[src/rtl/pipe_control.sv]
// ID stage control for a 5-stage MIPS pipe: combinational decode, ID/EX control
// register, load-use stall detection and saturating stall/illegal event counters.
module pipe_control #(
  parameter int CNT_W     = 16,
  parameter int HAZARD_EN = 1
) (
  input  logic             clk,
  input  logic             rst_n,
  input  logic             in_valid,
  input  logic [31:0]      instruction,
  output logic             in_ready,
  input  logic             flush,
  input  logic             ex_hold,
  output logic             ex_valid,
  output logic             ex_regdst,
  output logic             ex_branch,
  output logic             ex_memtoreg,
  output logic             ex_alusrc1,
  output logic             ex_alusrc2,
  output logic             ex_regwrite,
  output logic             ex_jump,
  output logic             ex_extop,
  output logic [1:0]       ex_memread,
  output logic [1:0]       ex_memwrite,
  output logic [4:0]       ex_aluctr,
  output logic [4:0]       ex_rs,
  output logic [4:0]       ex_rt,
  output logic [4:0]       ex_rd,
  output logic             stall,
  output logic             illegal,
  output logic [CNT_W-1:0] stall_cnt,
  output logic [CNT_W-1:0] illegal_cnt
);

  typedef struct packed {
    logic       regdst;
    logic       branch;
    logic       memtoreg;
    logic       alusrc1;
    logic       alusrc2;
    logic       regwrite;
    logic       jump;
    logic       extop;
    logic [1:0] memread;
    logic [1:0] memwrite;
    logic [4:0] aluctr;
  } ctrl_t;

  localparam logic [CNT_W-1:0] CNT_ONE = {{(CNT_W-1){1'b0}}, 1'b1};

  logic [5:0] op;
  logic [5:0] func;
  logic [4:0] id_rs;
  logic [4:0] id_rt;
  logic [4:0] id_rd;
  ctrl_t      dec;
  logic       dec_ok;
  logic       uses_rt;
  logic       hazard;
  ctrl_t      ex_ctrl;

  assign op    = instruction[31:26];
  assign func  = instruction[5:0];
  assign id_rs = instruction[25:21];
  assign id_rt = instruction[20:16];
  assign id_rd = instruction[15:11];

  always_comb begin
    dec     = '0;
    dec_ok  = 1'b0;
    uses_rt = 1'b0;
    case (op)
      6'b000000: begin
        dec_ok  = 1'b1;
        uses_rt = 1'b1;
        // The all-zero word is the canonical nop, not an sll that writes $0.
        if (instruction != 32'd0) begin
          dec.regdst   = 1'b1;
          dec.regwrite = 1'b1;
          dec.alusrc1  = (func == 6'b000000) || (func[5:1] == 5'b00001);
          dec.jump     = (func == 6'b001000);
          dec.aluctr   = {func[5], func[3:0]};
        end
      end
      6'b001000, 6'b001001, 6'b001010, 6'b001011,
      6'b001100, 6'b001101, 6'b001110, 6'b001111: begin
        dec_ok       = 1'b1;
        dec.alusrc2  = 1'b1;
        dec.regwrite = 1'b1;
        dec.extop    = (op[2] == 1'b0);
        case (op[2:0])
          3'b000:  dec.aluctr = 5'b10000;
          3'b001:  dec.aluctr = 5'b10001;
          3'b010:  dec.aluctr = 5'b11010;
          3'b011:  dec.aluctr = 5'b11011;
          3'b100:  dec.aluctr = 5'b10100;
          3'b101:  dec.aluctr = 5'b10101;
          3'b110:  dec.aluctr = 5'b10110;
          default: dec.aluctr = 5'b11000;
        endcase
      end
      6'b000100, 6'b000101: begin
        dec_ok     = 1'b1;
        uses_rt    = 1'b1;
        dec.branch = 1'b1;
        dec.aluctr = 5'b10011;
      end
      6'b000001, 6'b000110: begin
        dec_ok     = 1'b1;
        dec.branch = 1'b1;
      end
      6'b100000, 6'b100001, 6'b100011: begin
        dec_ok       = 1'b1;
        dec.memtoreg = 1'b1;
        dec.alusrc2  = 1'b1;
        dec.regwrite = 1'b1;
        dec.extop    = 1'b1;
        dec.aluctr   = 5'b10001;
        dec.memread  = (op[1:0] == 2'b00) ? 2'b01 : (op[1:0] == 2'b01) ? 2'b10 : 2'b11;
      end
      6'b101000, 6'b101001, 6'b101011: begin
        dec_ok       = 1'b1;
        uses_rt      = 1'b1;
        dec.alusrc2  = 1'b1;
        dec.extop    = 1'b1;
        dec.aluctr   = 5'b10001;
        dec.memwrite = (op[1:0] == 2'b00) ? 2'b01 : (op[1:0] == 2'b01) ? 2'b10 : 2'b11;
      end
      6'b000010, 6'b000011: begin
        dec_ok   = 1'b1;
        dec.jump = 1'b1;
      end
      default: begin
        dec_ok = 1'b0;
      end
    endcase
  end

  assign hazard = (HAZARD_EN != 0) && ex_valid && (ex_ctrl.memread != 2'b00) &&
                  (ex_rt != 5'd0) && in_valid &&
                  ((id_rs == ex_rt) || ((id_rt == ex_rt) && uses_rt));

  assign stall    = hazard && !flush && !ex_hold;
  assign in_ready = flush || (!ex_hold && !hazard);

  always_ff @(posedge clk or negedge rst_n) begin
    if (!rst_n) begin
      ex_valid    <= 1'b0;
      ex_ctrl     <= '0;
      ex_rs       <= '0;
      ex_rt       <= '0;
      ex_rd       <= '0;
      illegal     <= 1'b0;
      stall_cnt   <= '0;
      illegal_cnt <= '0;
    end else if (flush || (!ex_hold && (hazard || !in_valid))) begin
      ex_valid <= 1'b0;
      ex_ctrl  <= '0;
      ex_rs    <= '0;
      ex_rt    <= '0;
      ex_rd    <= '0;
      if (!flush && hazard && (stall_cnt != '1)) stall_cnt <= stall_cnt + CNT_ONE;
    end else if (!ex_hold) begin
      ex_valid <= 1'b1;
      ex_ctrl  <= dec;
      ex_rs    <= id_rs;
      ex_rt    <= id_rt;
      ex_rd    <= id_rd;
      if (!dec_ok) begin
        illegal <= 1'b1;
        if (illegal_cnt != '1) illegal_cnt <= illegal_cnt + CNT_ONE;
      end
    end
  end

  assign ex_regdst   = ex_ctrl.regdst;
  assign ex_branch   = ex_ctrl.branch;
  assign ex_memtoreg = ex_ctrl.memtoreg;
  assign ex_alusrc1  = ex_ctrl.alusrc1;
  assign ex_alusrc2  = ex_ctrl.alusrc2;
  assign ex_regwrite = ex_ctrl.regwrite;
  assign ex_jump     = ex_ctrl.jump;
  assign ex_extop    = ex_ctrl.extop;
  assign ex_memread  = ex_ctrl.memread;
  assign ex_memwrite = ex_ctrl.memwrite;
  assign ex_aluctr   = ex_ctrl.aluctr;

endmodule

[config.mk]
export PLATFORM = sky130hd
export DESIGN_NAME = pipe_control
export DESIGN_NICKNAME = d
export VERILOG_FILES = /design/src/rtl/pipe_control.sv
export SDC_FILE = /design/constraint.sdc
export NUM_CORES = 1
export LEC_CHECK = 0
export CAP_MARGIN = 10
export CELL_PAD_IN_SITES_DETAIL_PLACEMENT = 0
export CELL_PAD_IN_SITES_GLOBAL_PLACEMENT = 1
export CORE_AREA = 4 4 101 122
export CTS_BUF_LIST = sky130_fd_sc_hd__clkbuf_2 sky130_fd_sc_hd__clkbuf_4 sky130_fd_sc_hd__clkbuf_8
export DETAILED_ROUTE_END_ITERATION = 6
export DIE_AREA = 0 0 105 126
export HOLD_SLACK_MARGIN = 0.06
export PLACE_DENSITY_LB_ADDON = 0.1
export SLEW_MARGIN = 20
export SYNTH_ARGS = -nofsm -noshare
export SYNTH_HDL_FRONTEND = slang
export SYNTH_SLANG_ARGS = --single-unit
[constraint.sdc]
create_clock -name clk -period 3 [get_ports clk]
set_input_delay 0.6 -clock clk [delete_from_list [all_inputs] [get_ports clk]]
set_output_delay 0.6 -clock clk [all_outputs]
set_load 0.01 [all_outputs]
==> metrics.md <==
| Metric | Value |
|---|---|
| CTS clock-pin slew for the worst setup and hold paths | `0.07 ns` |
| DP HPWL | `7.88 mm` |
| Via density per instance | `5.08` |
| RSZ-0062 raised after global routing | `false` |
| CP Cell Sequence | `clkdlybuf4s50_1, xnor2_1, nand4_1, nor4b_4, nor2_4, a21o_1, dlygate4sd2_1` |
| Tmin final | `2.90 ns` |
| Top Ports | `105` |
| DRC | `0` |
| Remaining global-route overflow | `0` |
| Die Ht | `126 um` |
| Synth Register Bits | `66` |
| Synth warnings | `0` |
| Gpl congestion | `0.819` |
| Largest net degree at the start of global routing | `39` |
| First-pass DRT Iterations | `4` |
| Final core occ | `0.449` |
| Global-route wire length before repair | `17.2 mm` |
| Crit-path slowest cell | `clkdlybuf4s50_1` |
| Slowest stage delay, CP | `0.49 ns` |
| Leakage | `0.00226 uW` |
| # Max-Cap Violations | `0` |
| Worst path top cell family by delay | `buffers and inverters` |
| CTS Hold Bufs | `0` |
| Outcome | `complete, no violations` |
| Clock Latency Late Sink | `0.36 ns` |
| Share of power burned in registers | `0.481` |
| CORE AREA | `11000 sq um` |
| Final WS setup | `0.0960 ns` |
| Initial core utilization | `0.298` |
| Max Fanout on Critical Path | `4` |
| Final nets | `491` |
| Die Area | `13200 sq um` |
| Site row count | `42` |
| H-Tree Depth | `3` |
| Final setup violation count | `0` |
| Vias | `2994` |
| Main synth FF type | `dfrtp_1` |
| Setup Skew | `0.0121 ns` |
| Setup CP Type | `input port to primary output` |
| EDFF count, synth | `0` |
| Setup crit end kind | `primary output` |
| PwrDens | `408 nW/um^2` |
| Starting DRT DRC Count | `77` |
| Remaining antenna violation count after routing | `0` |
| TritonCTS Buffers | `9` |
| Clock share of power | `0.345` |
| Setup crit start kind | `input port` |
| Gr usage total | `0.164` |
| Antenna cell count | `0` |
| Sw Pwr | `588 uW` |
| Initial antenna violation count | `0` |
| Highest clock rate | `344 MHz` |
| Synth Instances | `318` |
| Total wire length | `10.5 mm` |
| Final instance area | `4960 sq um` |
| Placement Setup Slack | `-0.436 ns` |
| Min-Delay Path Class | `input port to asynchronous set/reset pin` |
| Slew @ Worst Pin | `0.696 ns` |
| Clk root buf | `clkbuf_8` |
| CTS tree | `yes` |
| Slew Viols, Final | `0` |
| Syn avg cell area | `10.3 sq um` |
| Combinational Power Share | `0.174` |
| Max Buffers Root-to-Sink | `2` |
| WP data arrival | `2.30 ns` |
| Switching part of the total | `0.291` |
| I/O Buffers | `104` |
| Clk sinks | `66` |
| Area Growth Syn to Fin | `50.9%` |
| Final period utilization | `0.968` |
| FFs w/ async S/R, synth | `1.00` |
| Internal power | `1430 uW` |
| DR WL/cell | `17.8 um` |
| Share of layout cells above drive strength 1 | `0.142` |
| Die width | `105 um` |
| Fill cells | `1071` |
| Buf+Inv Stages, Crit Path | `2` |
| Max transition margin | `0.536` |
| Post-Place Cell Area | `4710 sq um` |
| Peak supply drop | `0.232 mV` |
| Netlist cell types | `42` |
| Syn Nets | `357` |
| Vias in the first global route | `3104` |
| Final hold vios | `0` |
| Synthesized area | `3290 sq um` |
| Worst endpoint required time | `2.40 ns` |
| Post-synthesis sequential area ratio | `0.502` |
-- Yosys cell counts (all sizes together) (5+ instances only) --
cell	number	area, sq um
dfrtp	66	1650
nand2	32	120
xor2	27	236
a22o	23	201
nor3	19	95.1
nor2	15	56.3
nand3	14	70.1
nor4	14	87.6
xnor2	13	114
nand4	10	62.6
clkbuf	9	33.8
buf	6	36.3
nor4b	6	52.6
a21oi	5	25.0
a32o	5	50.1
inv	5	18.8
nand2b	5	31.3
-- what timing repair did --
action | in CTS | in global routing
resized for setup | 8 | 13
setup buffers | 0 | 0
pin swaps | 2 | 4
setup endpoints to repair | 2 | 2
-- flip-flops by register name (all words and copies together), names as in the netlist, 2 cells and up --
register     count
ex_memread       2
ex_aluctr        5
stall_cnt       16
ex_rs            5
ex_memwrite      2
ex_rd            5
illegal_cnt     16
ex_rt            5
-- kinds of logic (layout without fill, tap and decap cells) --
group                      count (synthesis)  count (layout)  share of synthesized area
AOI/OAI and AO/OA                         58              58                      0.143
DFF                                       66              66                      0.502
adders and majority gates                  2               2                    0.00761
and+or+nand+nor                          130             130                      0.207
buffers and inverters                     20             159                     0.0270
muxes                                      2               2                    0.00685
xor gates and xnor gates                  40              40                      0.107
-- power groups by stage --
stage,sequential (uW),combinational (uW),clock [uW]
after detailed placement,988,353,0
after CTS,972,357,723
after global placement,987,353,0
after floorplan,996,122,0
after global routing,979,389,763
final,973,351,698
-- cell type report --
type                    count  area (sq um)  share of cell area
flip-flops and latches     66          1650               0.333
clock buffers              11           145              0.0293
inverters                   5          18.8             0.00378
repair buffers            138          1330               0.268
well taps                 132           165              0.0333
clock inverters             5          30.0             0.00605
multi-input cells         232          1620               0.326
-- metrics by stage --
stage | cells | TNS [ns] | total power, uW | hold slack [ns]
global route | 589 | 0 | 2130 | 0.346
finish | 589 | 0 | 2020 | 0.285
detailed placement | 573 | -0.974 | 1340 | 0.461
floorplan | 318 | 0 | 1120 | 0.304
global placement | 573 | -0.624 | 1340 | 0.466
CTS | 589 | 0 | 2050 | 0.296
-- per-layer routing --
layer / track usage / up-vias / part of all wire
li1: - / 1439 / -
met4: 0.0579 / 0 / 0.020
met3: 0.0461 / 15 / 0.048
met2: 0.264 / 84 / 0.48
met5: 0 / - / 0
met1: 0.212 / 1456 / 0.45
-- layout by cell type (no fill, tap or decap), types with 5 or more instances in the layout --
master and n:
nor2_1 13, xnor2_1 13, nor3_1 16, nand4_1 10, clkdlybuf4s50_1 95, a21oi_1 5
nand2_1 32, dfrtp_1 66, xor2_1 27, nand2b_1 5, a32o_1 5, dlymetal6s2s_1 6
buf_4 32, nor4b_1 5, nor4_1 13, inv_1 5, a22o_1 23, clkbuf_8 10
nand3_1 14
-- path summary, 6_finish.rpt --
path | startpoint | to | slack (ns) | depth (start not counted)
min in group clk | ex_memwrite[0] | ex_memwrite[0] | 0.48 | 2
worst min register to register | ex_memwrite[0] | ex_memwrite[0] | 0.48 | 2
worst max register to register | ex_rt[2] | illegal_cnt[11] | 0.35 | 8
worst max-delay path | instruction[18] | in_ready | 0.1 | 7
worst min-delay path | rst_n | stall_cnt[12] | 0.28 | 1
max in group asynchronous | rst_n | ex_regwrite | 2.05 | 2
No activity file was read; power rests on OpenSTA's default activity.
